### src/rtl/uart_rx_os_pkg.sv
// Shared state encoding, default parameters and width helper for the oversampling UART receiver.
package uart_rx_os_pkg;

    typedef enum logic [1:0] {
        IDLE  = 2'd0,
        START = 2'd1,
        DATA  = 2'd2,
        STOP  = 2'd3
    } uart_rx_state_t;

    localparam int DEF_BAUD_DIV    = 1;
    localparam int DEF_OVERSAMPLE  = 16;
    localparam int DEF_DATA_BITS   = 7;
    localparam int DEF_SYNC_STAGES = 2;

    // Counter width able to hold 0..n-1, never narrower than one bit.
    function automatic int cnt_w(input int n);
        return (n <= 2) ? 1 : $clog2(n);
    endfunction

endpackage

### src/rtl/uart_baud_tick.sv
// Oversample tick divider: one tick every BAUD_DIV enabled clocks, restartable by clr.
module uart_baud_tick
    import uart_rx_os_pkg::*;
#(
    parameter int BAUD_DIV = DEF_BAUD_DIV
) (
    input  logic clk,
    input  logic rst_n,
    input  logic ena,
    input  logic clr,
    output logic tick
);

    localparam int W = cnt_w(BAUD_DIV);
    localparam logic [W-1:0] LAST = W'(BAUD_DIV - 1);

    logic [W-1:0] cnt;

    always_ff @(posedge clk or negedge rst_n) begin
        if (!rst_n) begin
            cnt <= '0;
        end else if (clr) begin
            cnt <= '0;
        end else if (ena) begin
            cnt <= (cnt == LAST) ? '0 : cnt + 1'b1;
        end
    end

    assign tick = ena && !clr && (cnt == LAST);

endmodule

### src/rtl/uart_rx_os.sv
// Oversampling UART receiver with valid/ready output register, framing/overrun reporting.
// Optional even parity bit enabled by defining UART_RX_OS_PARITY_EN.
module uart_rx_os
    import uart_rx_os_pkg::*;
#(
    parameter int BAUD_DIV    = DEF_BAUD_DIV,
    parameter int OVERSAMPLE  = DEF_OVERSAMPLE,
    parameter int DATA_BITS   = DEF_DATA_BITS,
    parameter int SYNC_STAGES = DEF_SYNC_STAGES
) (
    input  logic                 clk,
    input  logic                 rst_n,
    input  logic                 ena,
    input  logic                 rx,
    output logic [DATA_BITS-1:0] data_out,
    output logic                 valid_out,
    input  logic                 ready_in,
    output logic                 frame_err,
    output logic                 parity_err,
    output logic                 overrun,
    output logic [1:0]           state_out
);

`ifdef UART_RX_OS_PARITY_EN
    localparam int PAR_BITS = 1;
`else
    localparam int PAR_BITS = 0;
`endif
    localparam int NBITS = DATA_BITS + PAR_BITS;
    localparam int OSW   = cnt_w(OVERSAMPLE);
    localparam int BCW   = cnt_w(NBITS + 1);
    localparam logic [OSW-1:0] OS_HALF  = OSW'(OVERSAMPLE / 2 - 1);
    localparam logic [OSW-1:0] OS_FULL  = OSW'(OVERSAMPLE - 1);
    localparam logic [BCW-1:0] BIT_LAST = BCW'(NBITS - 1);
    localparam logic [BCW-1:0] PAR_IDX  = BCW'(DATA_BITS);

    logic [SYNC_STAGES-1:0] sync_q;
    logic                   rxs;
    logic                   tick;
    logic                   start_det;

    uart_rx_state_t         state;
    logic                   armed;
    logic                   stop_wait;
    logic [OSW-1:0]         os_cnt;
    logic [BCW-1:0]         bit_cnt;
    logic [DATA_BITS-1:0]   shreg;
    logic                   par_acc;
    logic                   done_p1;
    logic                   bad_stop_p1;
    logic                   bad_par_p1;

    always_ff @(posedge clk or negedge rst_n) begin
        if (!rst_n) begin
            sync_q <= '1;
        end else begin
            sync_q <= {sync_q[SYNC_STAGES-2:0], rx};
        end
    end

    assign rxs       = sync_q[SYNC_STAGES-1];
    assign start_det = ena && (state == IDLE) && armed && !rxs;
    assign state_out = state;

    uart_baud_tick #(
        .BAUD_DIV(BAUD_DIV)
    ) u_tick (
        .clk  (clk),
        .rst_n(rst_n),
        .ena  (ena),
        .clr  (start_det),
        .tick (tick)
    );

    // Frame FSM: bit-centre sampling; the stop-sample result is handed to the output stage as *_p1.
    always_ff @(posedge clk or negedge rst_n) begin
        if (!rst_n) begin
            state       <= IDLE;
            armed       <= 1'b0;
            stop_wait   <= 1'b0;
            os_cnt      <= '0;
            bit_cnt     <= '0;
            shreg       <= '0;
            par_acc     <= 1'b0;
            done_p1     <= 1'b0;
            bad_stop_p1 <= 1'b0;
            bad_par_p1  <= 1'b0;
        end else begin
            done_p1 <= 1'b0;
            if (ena) begin
                unique case (state)
                    IDLE: begin
                        if (rxs) begin
                            armed <= 1'b1;
                        end else if (armed) begin
                            state  <= START;
                            os_cnt <= '0;
                        end
                    end
                    START: if (tick) begin
                        if (os_cnt == OS_HALF) begin
                            os_cnt  <= '0;
                            bit_cnt <= '0;
                            par_acc <= 1'b0;
                            state   <= rxs ? IDLE : DATA;
                        end else begin
                            os_cnt <= os_cnt + 1'b1;
                        end
                    end
                    DATA: if (tick) begin
                        if (os_cnt == OS_FULL) begin
                            os_cnt  <= '0;
                            par_acc <= par_acc ^ rxs;
                            if (bit_cnt != PAR_IDX) begin
                                shreg <= DATA_BITS'({rxs, shreg} >> 1);
                            end
                            if (bit_cnt == BIT_LAST) begin
                                state <= STOP;
                            end else begin
                                bit_cnt <= bit_cnt + 1'b1;
                            end
                        end else begin
                            os_cnt <= os_cnt + 1'b1;
                        end
                    end
                    STOP: begin
                        // After a bad stop bit, wait for the line to return high and re-arm from IDLE.
                        if (stop_wait) begin
                            if (rxs) begin
                                stop_wait <= 1'b0;
                                armed     <= 1'b0;
                                state     <= IDLE;
                            end
                        end else if (tick) begin
                            if (os_cnt == OS_FULL) begin
                                os_cnt      <= '0;
                                done_p1     <= 1'b1;
                                bad_stop_p1 <= !rxs;
                                bad_par_p1  <= (PAR_BITS != 0) && par_acc;
                                if (rxs) begin
                                    state <= IDLE;
                                end else begin
                                    stop_wait <= 1'b1;
                                end
                            end else begin
                                os_cnt <= os_cnt + 1'b1;
                            end
                        end
                    end
                endcase
            end
        end
    end

    // Output stage: delivery, handshake and registered error pulses.
    always_ff @(posedge clk or negedge rst_n) begin
        if (!rst_n) begin
            data_out   <= '0;
            valid_out  <= 1'b0;
            frame_err  <= 1'b0;
            parity_err <= 1'b0;
            overrun    <= 1'b0;
        end else begin
            frame_err  <= done_p1 && bad_stop_p1;
            parity_err <= done_p1 && bad_par_p1;
            overrun    <= 1'b0;
            if (done_p1 && !bad_stop_p1 && !bad_par_p1) begin
                if (!valid_out || ready_in) begin
                    data_out  <= shreg;
                    valid_out <= 1'b1;
                end else begin
                    overrun <= 1'b1;
                end
            end else if (valid_out && ready_in) begin
                valid_out <= 1'b0;
            end
        end
    end

endmodule

### config.mk
export PLATFORM = sky130hd
export DESIGN_NAME = uart_rx_os
export DESIGN_NICKNAME = d
export VERILOG_FILES = /design/src/rtl/uart_rx_os_pkg.sv /design/src/rtl/uart_baud_tick.sv /design/src/rtl/uart_rx_os.sv
export SDC_FILE = /design/constraint.sdc
export NUM_CORES = 1
export LEC_CHECK = 0
export CAP_MARGIN = 5
export CORE_MARGIN = 1.5
export CORE_UTILIZATION = 55
export CTS_CLUSTER_SIZE = 12
export DETAILED_ROUTE_END_ITERATION = 10
export DONT_BUFFER_PORTS = 1
export PLACE_DENSITY = 0.79
export SYNTH_ARGS = -nofsm -noshare
export SYNTH_HDL_FRONTEND = slang
export SYNTH_SLANG_ARGS = --single-unit
export TNS_END_PERCENT = 100
### constraint.sdc
create_clock -name clk -period 1.9 [get_ports clk]
set_input_delay 0.285 -clock clk [delete_from_list [all_inputs] [get_ports clk]]
set_output_delay 0.285 -clock clk [all_outputs]
set_load 0.005 [all_outputs]
==> results.tsv, run 1 <==
stage	metric	value	unit
die	ios	18	
logic_synthesis	yosysUniqueCellTypes	40	
finish	fin_area	1660	um^2
critical_path	slowest_delay	440	ps
logic_synthesis	yosysWarningCount	0	
critical_path	critPathRequiredTime	2120	ps
grt	grt_overflow_total	0	
timing	setup_viol_count_final	0	
logic_synthesis	netlist_top_cells_area	dfrtp_1, mux2_2, mux2_4, dfstp_2, ha_1	
routing	wirelength	2.28	mm
routing	drt_iter0_markers	7	
finish	diodes	0	
grt	grt_pass1_vias	871	
pwr	ir_drop	0.852	mV
routing	ant_nets	0	
routing	drc_errors	0	
finish	areaGrowthSynthToFinish	11.8	%
routing	via_per_inst	5.77	
placed_design	gp_congestion	0.789	
clock_network	cts_root_buf	clkbuf_4	
critical_path	crit_family	simple AND/OR/NAND/NOR gates	
logic_synthesis	syn-num-nets	131	
pwr	total_power	1.66	mW
timing	timing.fmax	585	MHz
critical_path	crit_type	reg -> reg	
placed_design	placed_cell_area	1520	um^2
placed_design	io_buffers	0	
logic_synthesis	yosysSeqAreaShare	54.0	%
die	floorplan.initialDensity	59.0	%
clock_network	cts_setup_buffers	0	
critical_path	crit_chain	ha_1, and3_4, nand2_2, or3_4, mux2_4	
finish	final_cell_mix	dfrtp_1, nor2_1, mux2_2	
grt	grt_use_total	18.8	%
routing	wl_met2	1.15	mm
timing	rsz0062_at_grt	false	
clock_network	cts_sinks	32	
critical_path	cp_max_fo	7	
clock_network	cts_tree	built	
die	coreArea	2520	um^2
critical_path	crit_arrival	1930	ps
die	chipWidth	55.0	um
logic_synthesis	syn_inst	122	
finish	final_common_cell	dfrtp_1	
routing	m1WireLength	1.00	mm
hold_path	hp-class	in -> reg	
finish	fill_cells	195	
finish	final_nets	142	
placed_design	dpl.hpwl	1.64	mm
routing	post_drt_wl_per_cell	13.9	um
timing	final.period_utilization	89.9	%
die	rows	18	
logic_synthesis	synth-seq-cells	32	
finish	drive_gt1_share	31.3	%
logic_synthesis	synth_top_cell_by_area	dfrtp_1	
timing	finalHoldViolCount	0	
die	die_height	55.0	um
critical_path	cp_slowest_cell	or3_4	
critical_path	crit_buf_inv	0	
routing	drt_pass1_iterations	4	
timing	finalClockSkew	8.00	ps
grt	antenna_found_initial	0	
die	dieArea	3030	um^2
clock_network	clkLatencyLatePin	330	ps
outcome	outcome	finished clean	
logic_synthesis	synthesis.area	1490	um^2
timing	maxSlewViolCount	0	
critical_path	setup.worst_path.start_class	register	
logic_synthesis	syn_area_per_cell	12.2	um^2
clock_network	cts_buffers	5	
routing	top_layer	met4	
routing	wl_met3	75	um
job	drv_cap	0	
grt	grt_pass1_wl	3.77	mm
clock_network	clkTransAtPathRegs	100	ps
critical_path	end_kind	register	
timing	fin_crit	1710	ps
routing	num_vias	947	
pwr	p_leak	0.822	nW
grt	grt_max_degree	33	
clock_network	clk_path_buf_depth	2	
pwr	powerDensity	996	nW/um^2
logic_synthesis	synth_top_area_share	50.5	%
clock_network	htreeDepth	2	
timing	tns	0	ps
path summary, 6_finish.rpt:
| kind | start | endpoint | slack [ps] | cells after the start |
|---|---|---|---|---|
| hold / removal | ena | done_p1$_DFF_PN0_ | 110 | 2 |
| setup reg to reg | os_cnt[0]$_DFFE_PN0P_ | shreg[1]$_DFFE_PN0P_ | 190 | 5 |
| max in group asynchronous | rst_n | sync_q[0]$_DFF_PN1_ | 1280 | 2 |
| hold reg to reg | sync_q[0]$_DFF_PN1_ | sync_q[1]$_DFF_PN1_ | 360 | 0 |
| setup / recovery | os_cnt[0]$_DFFE_PN0P_ | shreg[1]$_DFFE_PN0P_ | 190 | 5 |
| min in group asynchronous | rst_n | data_out[5]$_DFFE_PN0P_ | 390 | 2 |
synth_stat cells:
cell and count:
buf_4 1, o31a_2 1, buf_6 1, nand2_2 1
a21oi_1 2, a21o_1 1, o22a_1 1, o21ai_0 5
nor3_1 3, o41ai_1 1, dfrtp_1 30, nor4_1 1
conb_1 1, a31oi_1 2, or3b_2 1, o21a_1 1
or3_1 1, buf_2 1, o311ai_2 1, a31o_2 1
nand2_1 9, inv_1 5, mux2_4 7, xor2_1 1
ha_1 4, o31ai_1 1, and2_1 1, nand3_1 4
a211o_2 1, mux2_2 10, and3_4 1, buf_12 1
mux2i_1 1, nor2b_1 2, nor2_1 10, nor4b_1 1
o211a_1 1, clkbuf_1 1, nand2b_1 2, dfstp_2 2
stage by stage:
stage / setup slack (ps) / hold WS [ps] / util, % / cells
2_1_floorplan: 183 / -10.6 / - / 122
3_3_place_gp: 110 / -9.93 / 60.4 / 153
5_1_grt: 123 / 104 / 65.9 / 164
4_1_cts: 66.3 / 92.1 / 65.7 / 164
6_report: 191 / 113 / 65.9 / 164
3_5_place_dp: 68.0 / -9.95 / 60.4 / 153
registers in the layout, indices dropped and copies added (netlist names), 2 cells and up, named ones only:
name and count:
data_out 7, os_cnt 4, shreg 7, bit_cnt 3
sync_q 2
where the power goes:
group | internal, mW | switching [mW] | total, mW
logic | 0.144 | 0.160 | 0.303
clock network | 0.349 | 0.221 | 0.571
registers | 0.738 | 0.0447 | 0.782
total | 1.23 | 0.426 | 1.66
layer usage:
metal | vias up | GRT usage (%)
li1 | 447 | -
met2 | 19 | 30.4
met1 | 474 | 21.1
met3 | 7 | 5.65
met5 | - | 0
met4 | 0 | 13.4
cell families (layout without fill, tap and decap cells):
group / Yosys count / after routing / share of synthesized area, %
other: 1 / 1 / 0.252
AO/OA/AOI/OAI: 19 / 19 / 9.59
adder cells (fa/ha/maj): 4 / 4 / 3.36
XOR/XNOR: 1 / 1 / 0.589
flip-flops: 32 / 32 / 54.0
multiplexers: 18 / 18 / 15.3
AND/OR/NAND/NOR: 37 / 37 / 12.4
buffers and inverters: 10 / 22 / 4.46
timing repair:
| action | in CTS | in global routing |
|---|---|---|
| gates resized for setup | 0 | 1 |
| hold endpoints to repair | 33 | 0 |
| hold buffers | 3 | 0 |
| endpoints found under the setup margin | 0 | 7 |
layout make-up:
cell class              instances  area (um^2)  share of cell area (%)
well taps                      30         37.5                    2.26
clock inverters                 1         30.0                    1.81
flip-flops and latches         32          803                    48.3
clock buffers                   7         65.1                    3.91
inverters                       5         18.8                    1.13
repair buffers                  9         85.1                    5.12
multi-input cells              80          623                    37.5
(Power assumes the default switching activity.)
==> run 2, diff against run 1 <==
--- a/config.mk
+++ b/config.mk
@@ -5,13 +5,12 @@
 export SDC_FILE = /design/constraint.sdc
 export NUM_CORES = 1
 export LEC_CHECK = 0
-export CAP_MARGIN = 5
 export CORE_MARGIN = 1.5
 export CORE_UTILIZATION = 55
-export CTS_CLUSTER_SIZE = 12
 export DETAILED_ROUTE_END_ITERATION = 10
 export DONT_BUFFER_PORTS = 1
 export PLACE_DENSITY = 0.79
+export SLEW_MARGIN = 20
 export SYNTH_ARGS = -nofsm -noshare
 export SYNTH_HDL_FRONTEND = slang
 export SYNTH_SLANG_ARGS = --single-unit
==> results of run 2 <==
Final layout, timing and power as in run 1 (identical DEF).
==> run 3, diff against run 2 <==
--- a/config.mk
+++ b/config.mk
@@ -10,6 +10,7 @@
 export DETAILED_ROUTE_END_ITERATION = 10
 export DONT_BUFFER_PORTS = 1
 export PLACE_DENSITY = 0.79
+export SETUP_SLACK_MARGIN = 0.5
 export SLEW_MARGIN = 20
 export SYNTH_ARGS = -nofsm -noshare
 export SYNTH_HDL_FRONTEND = slang
==> run 3 against run 2 <==
Non-clock buffer count is 13 higher. Final area increased by 12%. Fmax fell by 1.3%. Utilization increased by 7.9 points. Sequential share of layout area decreased by 5.1 points. Hold slack improved by 22 ps. First-iteration DRC count rose to 3.6 times the previous value. Worst setup slack got worse by 23 ps. Critical endpoint is now shreg[3]$_DFFE_PN0P_. Largest power group unchanged.
==> results.tsv, run 3 (synthesis gave the netlist of run 1 again) <==
stage	metric	value	unit
pwr	seqPwrFrac	43.8	%
finish	final_common_cell	dfrtp_1	
critical_path	critPathRequiredTime	2120	ps
hold_path	hp-class	in -> reg	
grt	grt_use_total	21.6	%
die	ios	18	
pwr	p_sw	0.549	mW
finish	final_cell_mix	dfrtp_1, buf_4, mux2_4	
pwr	cell_internal_pwr	1.26	mW
timing	tns	0	ps
routing	wirelength	3.15	mm
routing	ant_nets	0	
critical_path	crit_chain	ha_2, and3_4, nand2_4, or3_4, mux2_4	
die	chipWidth	55.0	um
clock_network	htreeDepth	2	
routing	via_per_inst	5.82	
pwr	p_clk_share	28.3	%
critical_path	crit_buf_inv	0	
clock_network	clkTransAtPathRegs	110	ps
placed_design	dpl.hpwl	1.61	mm
finish	areaGrowthSynthToFinish	25.1	%
job	drv_cap	0	
placed_design	io_buffers	0	
placed_design	gp_congestion	0.810	
routing	drt_pass1_iterations	4	
placed_design	place_inst	152	
timing	setup_viol_count_final	0	
finish	biggestRegsByFlops	data_out x7, shreg x7, os_cnt x4	
clock_network	clkLatencyLatePin	330	ps
critical_path	end_kind	register	
clock_network	clk_path_buf_depth	2	
finish	stdcell_count	177	
routing	post_drt_wl_per_cell	17.8	um
critical_path	setup.worst_path.start_class	register	
finish	drive_gt1_share	49.0	%
clock_network	cts_buffers	5	
die	coreArea	2520	um^2
timing	finalClockSkew	14.6	ps
die	die_height	55.0	um
routing	drt_iter0_markers	25	
timing	finalHoldViolCount	0	
critical_path	slowest_delay	440	ps
clock_network	cts_root_buf	clkbuf_4	
critical_path	cp_max_fo	7	
pwr	pwr-share-comb	27.9	%
timing	timing.fmax	577	MHz
grt	grt_pass1_wl	4.39	mm
grt	grt_max_degree	33	
timing	maxSlewViolCount	0	
routing	drc_errors	0	
routing	num_vias	1030	
timing	rsz0062_at_grt	true	
outcome	outcome	finished clean	
die	floorplan.initialDensity	59.0	%
finish	diodes	0	
clock_network	cts_tree	built	
critical_path	crit_arrival	1950	ps
die	dieArea	3030	um^2
grt	grt_overflow_total	0	
grt	antenna_found_initial	0	
critical_path	crit_type	reg -> reg	
critical_path	crit_family	simple AND/OR/NAND/NOR gates	
finish	final_nets	155	
timing	final.period_utilization	91.1	%
pwr	powerDensity	973	nW/um^2
pwr	ir_drop	0.780	mV
grt	grt_pass1_vias	969	
timing	fin_crit	1730	ps
clock_network	cts_sinks	32	
critical_path	cp_slowest_cell	or3_4	
die	rows	18	
pwr	p_leak	0.886	nW
pwr	swShare	30.3	%
## run 3: path summary, 6_finish.rpt
| check | to | depth (start not counted) | slack (ps) | start |
|---|---|---|---|---|
| setup / recovery | shreg[3]$_DFFE_PN0P_ | 5 | 170 | os_cnt[0]$_DFFE_PN0P_ |
| hold / removal | os_cnt[2]$_DFFE_PN0P_ | 2 | 130 | ena |
| setup reg to reg | shreg[3]$_DFFE_PN0P_ | 5 | 170 | os_cnt[0]$_DFFE_PN0P_ |
| hold reg to reg | sync_q[1]$_DFF_PN1_ | 0 | 360 | sync_q[0]$_DFF_PN1_ |
| max in group asynchronous | sync_q[1]$_DFF_PN1_ | 2 | 1260 | rst_n |
| min in group asynchronous | os_cnt[1]$_DFFE_PN0P_ | 2 | 400 | rst_n |
## run 3: layout make-up
cell class	instances	area, um^2
sequential	32	805
multi-input combinational	80	727
fill	168	661
timing repair buffer	22	194
clock inverter	3	42.5
clock buffer	5	37.5
tap	30	37.5
inverter	5	18.8
## run 3: metal layers
| metal | GRT usage (%) | wire length, um |
|---|---|---|
| met1 | 24.7 | 1350 |
| met2 | 35.1 | 1600 |
| met3 | 8.60 | 164 |
| met4 | 10.2 | 29 |
| met5 | 0 | 0 |
## run 3: power by group through the flow
stage | Combinational, mW | Sequential [mW] | Clock, mW
global placement | 0.265 | 0.799 | 0
detailed placement | 0.274 | 0.800 | 0
finish | 0.505 | 0.794 | 0.513
CTS | 0.384 | 0.783 | 0.523
global route | 0.539 | 0.798 | 0.553
floorplan | 0.202 | 0.799 | 0
## run 3: timing repair
item                                    in CTS  in global routing
pin swaps                                    6                  4
hold buffers                                 3                  0
gates resized for setup                     12                 16
buffers inserted                             9                  5
endpoints found under the setup margin      14                 17
hold endpoints to repair                    33                  0
## run 3: per-stage QoR
stage	utilization, %	cell area [um^2]	total power, mW	setup WS (ps)	hold slack [ps]
final	73.8	1860	1.81	168	135
after global routing	73.8	1860	1.89	146	132
after CTS	70.1	1770	1.69	204	106
after detailed placement	60.3	1520	1.07	11.8	-9.90
after global placement	60.3	1520	1.06	74.2	-9.97
after floorplan	-	1490	1.00	188	-10.6
